## src/rtl/bf_program_loader_if.sv

```systemverilog
// rtl/bf_program_loader_if.sv - byte stream in and program memory write port of the BF program loader
// slave is the loader side; master is the byte source / memory side.
interface bf_program_loader_if #(
   parameter int ADDR_W = 8
);
   logic [7:0]        in_data;
   logic              in_valid;
   logic              in_ready;
   logic              prog_we;
   logic [ADDR_W-1:0] prog_addr;
   logic [3:0]        prog_wdata;

   modport slave (
      input  in_data,
      input  in_valid,
      output in_ready,
      output prog_we,
      output prog_addr,
      output prog_wdata
   );

   modport master (
      output in_data,
      output in_valid,
      input  in_ready,
      input  prog_we,
      input  prog_addr,
      input  prog_wdata
   );
endinterface

```

## src/rtl/bf_program_loader.sv

```systemverilog
// rtl/bf_program_loader.sv - encodes an ASCII BF program into opcodes and loads program memory
// Optional BF_LOADER_STRICT_EN: reject any byte that is not a command, TERM_CHAR or whitespace.
module bf_program_loader #(
   parameter int          ADDR_W    = 8,
   parameter int          DEPTH_W   = 8,
   parameter logic [7:0]  TERM_CHAR = 8'h21
) (
   input  logic              clk,
   input  logic              reset,
   input  logic              start,
   bf_program_loader_if.slave bus,
   output logic              busy,
   output logic              done,
   output logic              error,
   output logic [2:0]        err_code,
   output logic [ADDR_W-1:0] prog_len
);

   localparam logic [3:0] OP_STOP = 4'hF;

   typedef enum logic [2:0] {
      S_IDLE,
      S_RECV,
      S_WRITE,
      S_FINISH,
      S_DONE,
      S_ERRW,
      S_ERR
   } state_t;

   state_t              state_q, state_n;
   logic [ADDR_W-1:0]   addr_q, addr_n;
   logic [DEPTH_W-1:0]  depth_q, depth_n;
   logic [ADDR_W-1:0]   len_q, len_n;
   logic [2:0]          cause_q, cause_n;
   logic [2:0]          err_code_q, err_code_n;
   logic                in_ready_q;
   logic                we_q, we_n;
   logic [ADDR_W-1:0]   paddr_q, paddr_n;
   logic [3:0]          wdata_q, wdata_n;
   logic                busy_q, done_q, error_q;
   logic                accept;
   logic                fail;
   logic [2:0]          fail_code;
   logic [7:0]          c;

   function automatic logic is_cmd(input logic [7:0] ch);
      case (ch)
         8'h3C, 8'h3E, 8'h2B, 8'h2D, 8'h5B, 8'h5D, 8'h2E, 8'h2C: is_cmd = 1'b1;
         default:                                                 is_cmd = 1'b0;
      endcase
   endfunction

   function automatic logic [3:0] opcode(input logic [7:0] ch);
      case (ch)
         8'h3C:   opcode = 4'd0;
         8'h3E:   opcode = 4'd1;
         8'h2B:   opcode = 4'd2;
         8'h2D:   opcode = 4'd3;
         8'h5B:   opcode = 4'd4;
         8'h5D:   opcode = 4'd5;
         8'h2E:   opcode = 4'd6;
         default: opcode = 4'd7;
      endcase
   endfunction

`ifdef BF_LOADER_STRICT_EN
   function automatic logic is_ws(input logic [7:0] ch);
      is_ws = (ch == 8'h20) || (ch == 8'h09) || (ch == 8'h0A) || (ch == 8'h0D);
   endfunction
`endif

   assign c      = bus.in_data;
   assign accept = bus.in_valid && in_ready_q;

   always_comb begin
      state_n    = state_q;
      addr_n     = addr_q;
      depth_n    = depth_q;
      len_n      = len_q;
      cause_n    = cause_q;
      err_code_n = err_code_q;
      we_n       = 1'b0;
      paddr_n    = paddr_q;
      wdata_n    = wdata_q;
      fail       = 1'b0;
      fail_code  = 3'd0;

      case (state_q)
         S_IDLE, S_DONE, S_ERR: begin
            if (start) begin
               state_n    = S_RECV;
               addr_n     = '0;
               depth_n    = '0;
               len_n      = '0;
               cause_n    = 3'd0;
               err_code_n = 3'd0;
            end
         end
         S_RECV: begin
            if (accept) begin
               if (c == TERM_CHAR) begin
                  // Unbalanced brackets are reported from FINISH; only a clean program gets its stop code here
                  state_n = S_FINISH;
                  if (depth_q != '0) begin
                     cause_n = 3'd2;
                  end else begin
                     we_n    = 1'b1;
                     paddr_n = addr_q;
                     wdata_n = OP_STOP;
                  end
               end else if (is_cmd(c)) begin
                  if (addr_q == '1) begin
                     fail      = 1'b1;
                     fail_code = 3'd3;
                  end else if (c == 8'h5D && depth_q == '0) begin
                     fail      = 1'b1;
                     fail_code = 3'd1;
                  end else if (c == 8'h5B && depth_q == '1) begin
                     fail      = 1'b1;
                     fail_code = 3'd5;
                  end else begin
                     state_n = S_WRITE;
                     we_n    = 1'b1;
                     paddr_n = addr_q;
                     wdata_n = opcode(c);
                     if (c == 8'h5B) depth_n = depth_q + 1'b1;
                     if (c == 8'h5D) depth_n = depth_q - 1'b1;
                  end
               end
`ifdef BF_LOADER_STRICT_EN
               else if (!is_ws(c)) begin
                  fail      = 1'b1;
                  fail_code = 3'd4;
               end
`endif
            end
         end
         S_WRITE: begin
            addr_n  = addr_q + 1'b1;
            len_n   = len_q + 1'b1;
            state_n = S_RECV;
         end
         S_FINISH: begin
            if (cause_q != 3'd0) begin
               state_n = S_ERRW;
               we_n    = 1'b1;
               paddr_n = '0;
               wdata_n = OP_STOP;
            end else begin
               state_n = S_DONE;
            end
         end
         S_ERRW: begin
            state_n    = S_ERR;
            err_code_n = cause_q;
         end
         default: state_n = S_IDLE;
      endcase

      // A stop code at address 0 makes the machine halt at once on a rejected program
      if (fail) begin
         state_n = S_ERRW;
         cause_n = fail_code;
         we_n    = 1'b1;
         paddr_n = '0;
         wdata_n = OP_STOP;
      end
   end

   always_ff @(posedge clk or posedge reset) begin
      if (reset) begin
         state_q    <= S_IDLE;
         addr_q     <= '0;
         depth_q    <= '0;
         len_q      <= '0;
         cause_q    <= 3'd0;
         err_code_q <= 3'd0;
         in_ready_q <= 1'b0;
         we_q       <= 1'b0;
         paddr_q    <= '0;
         wdata_q    <= 4'd0;
         busy_q     <= 1'b0;
         done_q     <= 1'b0;
         error_q    <= 1'b0;
      end else begin
         state_q    <= state_n;
         addr_q     <= addr_n;
         depth_q    <= depth_n;
         len_q      <= len_n;
         cause_q    <= cause_n;
         err_code_q <= err_code_n;
         in_ready_q <= (state_n == S_RECV);
         we_q       <= we_n;
         paddr_q    <= paddr_n;
         wdata_q    <= wdata_n;
         busy_q     <= (state_n == S_RECV) || (state_n == S_WRITE) ||
                       (state_n == S_FINISH) || (state_n == S_ERRW);
         done_q     <= (state_n == S_DONE);
         error_q    <= (state_n == S_ERR);
      end
   end

   assign bus.in_ready   = in_ready_q;
   assign bus.prog_we    = we_q;
   assign bus.prog_addr  = paddr_q;
   assign bus.prog_wdata = wdata_q;
   assign busy           = busy_q;
   assign done           = done_q;
   assign error          = error_q;
   assign err_code       = err_code_q;
   assign prog_len       = len_q;

endmodule

```

## src/flat_wrapper.sv

```systemverilog
// flat-port wrapper written by rule: the top's interface ports become plain ports
module bf_program_loader_flat 
#(
   parameter int          ADDR_W    = 8,
   parameter int          DEPTH_W   = 8,
   parameter logic [7:0]  TERM_CHAR = 8'h21
)
  (clk, reset, start, busy, done, error, err_code, prog_len, bus_in_data, bus_in_valid, bus_in_ready, bus_prog_we, bus_prog_addr, bus_prog_wdata);
  bf_program_loader_if #(.ADDR_W(ADDR_W)) bus_i ();
  input  logic clk;
  input  logic reset;
  input  logic start;
  output logic busy;
  output logic done;
  output logic error;
  output logic [2:0] err_code;
  output logic [ADDR_W-1:0] prog_len;
  input wire logic [$bits(bus_i.in_data)-1:0] bus_in_data;
  input wire logic [$bits(bus_i.in_valid)-1:0] bus_in_valid;
  output wire logic [$bits(bus_i.in_ready)-1:0] bus_in_ready;
  output wire logic [$bits(bus_i.prog_we)-1:0] bus_prog_we;
  output wire logic [$bits(bus_i.prog_addr)-1:0] bus_prog_addr;
  output wire logic [$bits(bus_i.prog_wdata)-1:0] bus_prog_wdata;
  assign bus_i.in_data = bus_in_data;
  assign bus_i.in_valid = bus_in_valid;
  assign bus_in_ready = bus_i.in_ready;
  assign bus_prog_we = bus_i.prog_we;
  assign bus_prog_addr = bus_i.prog_addr;
  assign bus_prog_wdata = bus_i.prog_wdata;
  bf_program_loader #(.ADDR_W(ADDR_W), .DEPTH_W(DEPTH_W), .TERM_CHAR(TERM_CHAR)) u_core (.clk(clk), .reset(reset), .start(start), .bus(bus_i), .busy(busy), .done(done), .error(error), .err_code(err_code), .prog_len(prog_len));
endmodule
```

## config.mk

```make
export PLATFORM = sky130hd
export DESIGN_NAME = bf_program_loader_flat
export DESIGN_NICKNAME = d
export VERILOG_FILES = /design/src/rtl/bf_program_loader_if.sv /design/src/rtl/bf_program_loader.sv /design/src/flat_wrapper.sv
export SDC_FILE = /design/constraint.sdc
export NUM_CORES = 1
export LEC_CHECK = 0
export BUFFER_PORTS_ARGS = -buffer_cell sky130_fd_sc_hd__buf_4
export CORE_UTILIZATION = 45
export DETAILED_ROUTE_END_ITERATION = 8
export HOLD_SLACK_MARGIN = 0.1
export PLACE_DENSITY = 0.65
export SYNTH_ARGS = -nofsm -noshare
export SYNTH_HDL_FRONTEND = slang
export SYNTH_SLANG_ARGS = --single-unit
```

## constraint.sdc

```tcl
create_clock -name clk -period 2.85 [get_ports clk]
set_clock_uncertainty 0.05 [all_clocks]
set_input_delay 0.285 -clock clk [delete_from_list [all_inputs] [get_ports clk]]
set_output_delay 0.285 -clock clk [all_outputs]
set_load 0.05 [all_outputs]
```

== Word level (Yosys, flattened, before mapping) ==
Index checks and enable logic that the tools add are counted.

* Bits in registers: 50
* Input port bits: 12
* Output and inout bits: 28
* Word-level logic and storage cells: 158

* Add/subtract/negate cells: 4
* Reduce and logical (&&, ||, !) cells: 22
* Muxes and demuxes: 78
* Equal/unequal tests: 41

{| class="wikitable"
|+ Operator list
! kind !! number
|-
| $mux 8 || 18
|-
| $pmux 8 s2 || 4
|-
| $mux 3 || 20
|-
| $eq 8x6->1 const B || 7
|-
| $mux 4 || 9
|-
| $add 8x1->8 const B || 3
|-
| $mux 1 || 21
|-
| $pmux 3 s7 || 1
|-
| $eq 3x3->1 const B || 6
|-
| $eq 8x7->1 const B || 2
|-
| $eq 8x8->1 const B || 2
|-
| $ne 3x1->1 const B || 5
|-
| $pmux 3 s5 || 1
|-
| $eq 3x2->1 const B || 4
|-
| $ne 4x2->1 const B || 3
|-
| $pmux 3 s2 || 2
|-
| $ne 2x2->1 const B || 5
|-
| $reduce_and 9->1 || 1
|-
| $reduce_bool 3->1 || 3
|-
| $logic_not 8->1 || 1
|-
| $pmux 4 s2 || 1
|-
| $reduce_and 8->1 || 1
|-
| $reduce_bool 8->1 || 1
|-
| $reduce_or 8->1 || 1
|-
| other kinds (14) || 23
|}

== Logic depth before layout (Yosys ltp) ==
* Word-level depth: 15
* Gate-level depth with buffers: 10
* Gate-level depth less buffers: 9

== Worst setup path after synthesis ==
Ideal clock, no wire load.

* Kind: input-to-reg
* From: in bus_in_data[4]
* To: reg u_core.depth_q[7]
* Slack: 0.348 ns
* Stages: 10
* Required time: 2.668 ns
* Path buffers: 1
* Setup time: 0.132 ns
* Arrival time: 2.321 ns
* Path through: buf_6 and3b_1 and4_4 ha_1 a211oi_1 o21bai_1 a2111oi_2 nor4_1 a211oi_1 o31ai_1

* Longest elaborated chain between the ends: 9
* Elaborated cells between the ends (all ways): 30
* Those cells by class: 14 x eq/ne; 12 x mux; 4 x reduce/logical

{| class="wikitable"
|+ RTL lines
! what !! RTL line !! source
|-
| start: declaration || flat_wrapper.sv:18 || <nowiki>input wire logic [$bits(bus_i.in_data)-1:0] bus_in_data;</nowiki>
|-
| parallel branches: the longest is 9 deep, another holds $reduce_and 9->1 || - ||
|-
| end signal: assignment || bf_program_loader.sv:189 || <nowiki>depth_q <= depth_n;</nowiki>
|-
| end: declaration || bf_program_loader.sv:33 || <nowiki>logic [DEPTH_W-1:0] depth_q, depth_n;</nowiki>
|}

Several ways; the timed one is not identified. The select of a mux whose other input is x is not followed.
A chain may end at the register's enable or synchronous reset.

== Final worst setup path ==
* From: in bus_in_data[0]
* To: reg u_core.depth_q[7]

The elaborated chain is that of the path after synthesis.

==> qor.yml <==
synth:
  synth_cells: 304
  syn_area_per_cell_um2: 9.71
  yosysSeqAreaShare: 0.424
  async_flop_share: 1.00
  yosysUniqueCellTypes: 70
  syn_nets: 325
  syn_area_mm2: 0.00295
  ys_ff_latch: 50
  synth_enable_flop_cells: 0
  yosysWarnings: 0
  synthFlopType: "dfrtp_1"
cts:
  clock_path_buffers: 2
  clock_sinks: 50
  clock_latency_ns: 0.30
  cts-root-buf: "clkbuf_8"
  cts_tree: "yes"
  path_clk_slew_ns: 0.09
  htreeDepth: 2
  cts-buffers-inserted: 5
place:
  place.gp.congestion: 0.871
  pre_cts_ws_ns: 0.111
  io_buffers: 39
  place_hpwl_mm: 4.67
  placedCellCount: 413
setup_path:
  required_ns: 2.99
  worstSetupStartpoint: "bus_in_data[0]"
  start_kind: "primary input"
  end_kind: "register"
  cp.arrival_ns: 2.59
  critPathKind: "in2reg"
  path_max_fanout: 8
  timing.rr.start: "u_core.state_q[0]$_DFF_PP0_"
power_and_ir_drop:
  ir_drop_mv: 0.449
  power_uw: 2710
  p_leak_uw: 0.00153
  p_per_area_mw_per_mm2: 785
timing:
  period_minus_slack_ns: 2.45
  drv_slew: 0
  worst_hold_slack_ns: 0.368
  setup_tns_ns: 0
  setup_violations: 0
  rsz0062_at_grt: "no"
  worst_pin_slew_ns: 1.13
  worst_slack_ns: 0.396
  slew_headroom: 0.237
  final-hold-violation-count: 0
  max_freq_ghz: 0.408
  fin_crit_sh: 0.861
drt:
  vias: 2384
  drt_iter0_drc: 99
  drc_errors: 2
  viasPerCell: 5.65
  wl_per_cell_um: 14.8
  first_pass_iters: 6
  antenna_left: 0
  drt-total-wl_mm: 6.25
floorplanning:
  die-width_um: 83.0
  num_rows: 29
  core-area_mm2: 0.00635
  die_h_um: 83.0
  pin_count: 40
  dieArea_mm2: 0.00689
  start_util: 0.465
global_route:
  overflow: 0
  grt_pass1_vias: 2317
  track_usage: 0.192
  grt_pass1_wl_mm: 10.9
  grt_max_degree: 30
  antenna_found_initial: 0
finish:
  fillers: 596
  mostFrequentLayoutCell: "dfrtp_1"
  areaGrowthSynthToFinish_pct: 16.7
  antenna_cells: 0
  final_nets: 365
  regArea_mm2: 0.00125
  final_cell_mix: "dfrtp_1 (50), nand2_1 (45), buf_4 (43), o21ai_0 (25), nor2_1 (14)"
  drive_gt1_frac: 0.217
  layout.cells.non_filler: 422
  multi_input_area_mm2: 0.00158
outcome:
  outcome: "complete, but fails checks"
  violations: "design-rule violations"
worst_hold_path:
  worstHoldPathType: "in2reg"
  worstHoldStart: "start"
flow_run:
  max-cap-violations: 0
## report_power, final
group	switching, uW	internal (uW)
clock network	240	374
logic	764	364
registers	118	845
## cell type report
type	count	share of cell area
Multi-Input combinational cell	232	0.459
Sequential cell	50	0.363
Timing Repair Buffer	44	0.0966
Tap cell	77	0.0280
Clock buffer	6	0.0240
Clock inverter	2	0.0174
Inverter	11	0.0120
## cells by family (layout without fill, tap and decap cells)
group / count (synthesis) / count (layout) / share of synthesized area
buffers and inverters: 22 / 63 / 0.0407
and+or+nand+nor: 127 / 127 / 0.247
DFF: 50 / 50 / 0.424
AOI/OAI and AO/OA: 86 / 86 / 0.217
xor gates and xnor gates: 7 / 7 / 0.0208
adders and majority gates: 9 / 9 / 0.0407
muxes: 3 / 3 / 0.0102
## critical path, cell delays in order
cell       delay, ns
buf_4           0.12
nor2b_1         0.25
and4_4          0.30
ha_1            0.25
a211oi_1        0.33
o21bai_1        0.16
a2111oi_2       0.49
nor4_1          0.10
a211oi_1        0.23
o31ai_1         0.10
## what timing repair did
item | in CTS | in global routing
setup buffers | 0 | 0
hold buffers | 1 | 0
endpoints found under the setup margin | 0 | 0
gates resized for setup | 0 | 0
hold endpoints to repair | 21 | 0
## metal layers
layer	share of wire	routed length, um	GRT usage	vias up
li1	-	-	-	1198
met3	0.028	178	0.0268	5
met5	0	0	0	-
met2	0.49	3050	0.335	38
met4	0.012	78	0.0596	0
met1	0.47	2950	0.246	1143
## registers in the layout, indices dropped and copies added (netlist names), 3 cells and up
register               flops
u_core.cause_q             3
u_core.depth_q             8
u_core.addr_q              8
u_core.bus.prog_wdata      4
u_core.err_code            3
u_core.state_q             3
u_core.prog_len            8
u_core.bus.prog_addr       8
## worst paths after layout
check / endpoint / slack (ns) / cells past startpoint
setup reg to reg: u_core.bus.prog_wdata[2]$_DFFE_PP0P_ / 0.52 / 5
hold reg to reg: u_core.bus.prog_addr[0]$_DFFE_PP0P_ / 0.44 / 2
setup / recovery: u_core.depth_q[7]$_DFFE_PP0P_ / 0.40 / 10
hold / removal: u_core.done$_DFF_PP0_ / 0.37 / 4
max in group asynchronous: u_core.addr_q[7]$_DFFE_PP0P_ / 1.51 / 4
min in group asynchronous: u_core.prog_len[7]$_DFFE_PP0P_ / 0.49 / 3
## cell usage after synthesis, types with 3 or more instances
master | count | share of area
dfrtp_1 | 50 | 0.42
nand2_1 | 45 | 0.057
o21ai_0 | 25 | 0.042
nor2_1 | 14 | 0.018
nand3_1 | 12 | 0.020
o31ai_1 | 12 | 0.031
a21oi_1 | 11 | 0.019
inv_1 | 11 | 0.014
ha_1 | 8 | 0.034
nor2b_1 | 6 | 0.013
xor2_1 | 6 | 0.018
a22o_1 | 5 | 0.015
nand2b_1 | 5 | 0.011
nand4_1 | 5 | 0.011
nor3_1 | 4 | 0.0068
nor3b_1 | 4 | 0.010
a211oi_1 | 3 | 0.0076
buf_2 | 3 | 0.0051
buf_4 | 3 | 0.0076
buf_6 | 3 | 0.011
mux2i_1 | 3 | 0.010
nand3b_1 | 3 | 0.0076
nor4_1 | 3 | 0.0064
## stage by stage
stage	util	instance area, um2
floorplan	-	2950
global placement	0.518	3290
detailed placement	0.518	3290
CTS	0.542	3440
global route	0.542	3440
finish	0.542	3440
No activity file was read; power rests on OpenSTA's default activity.
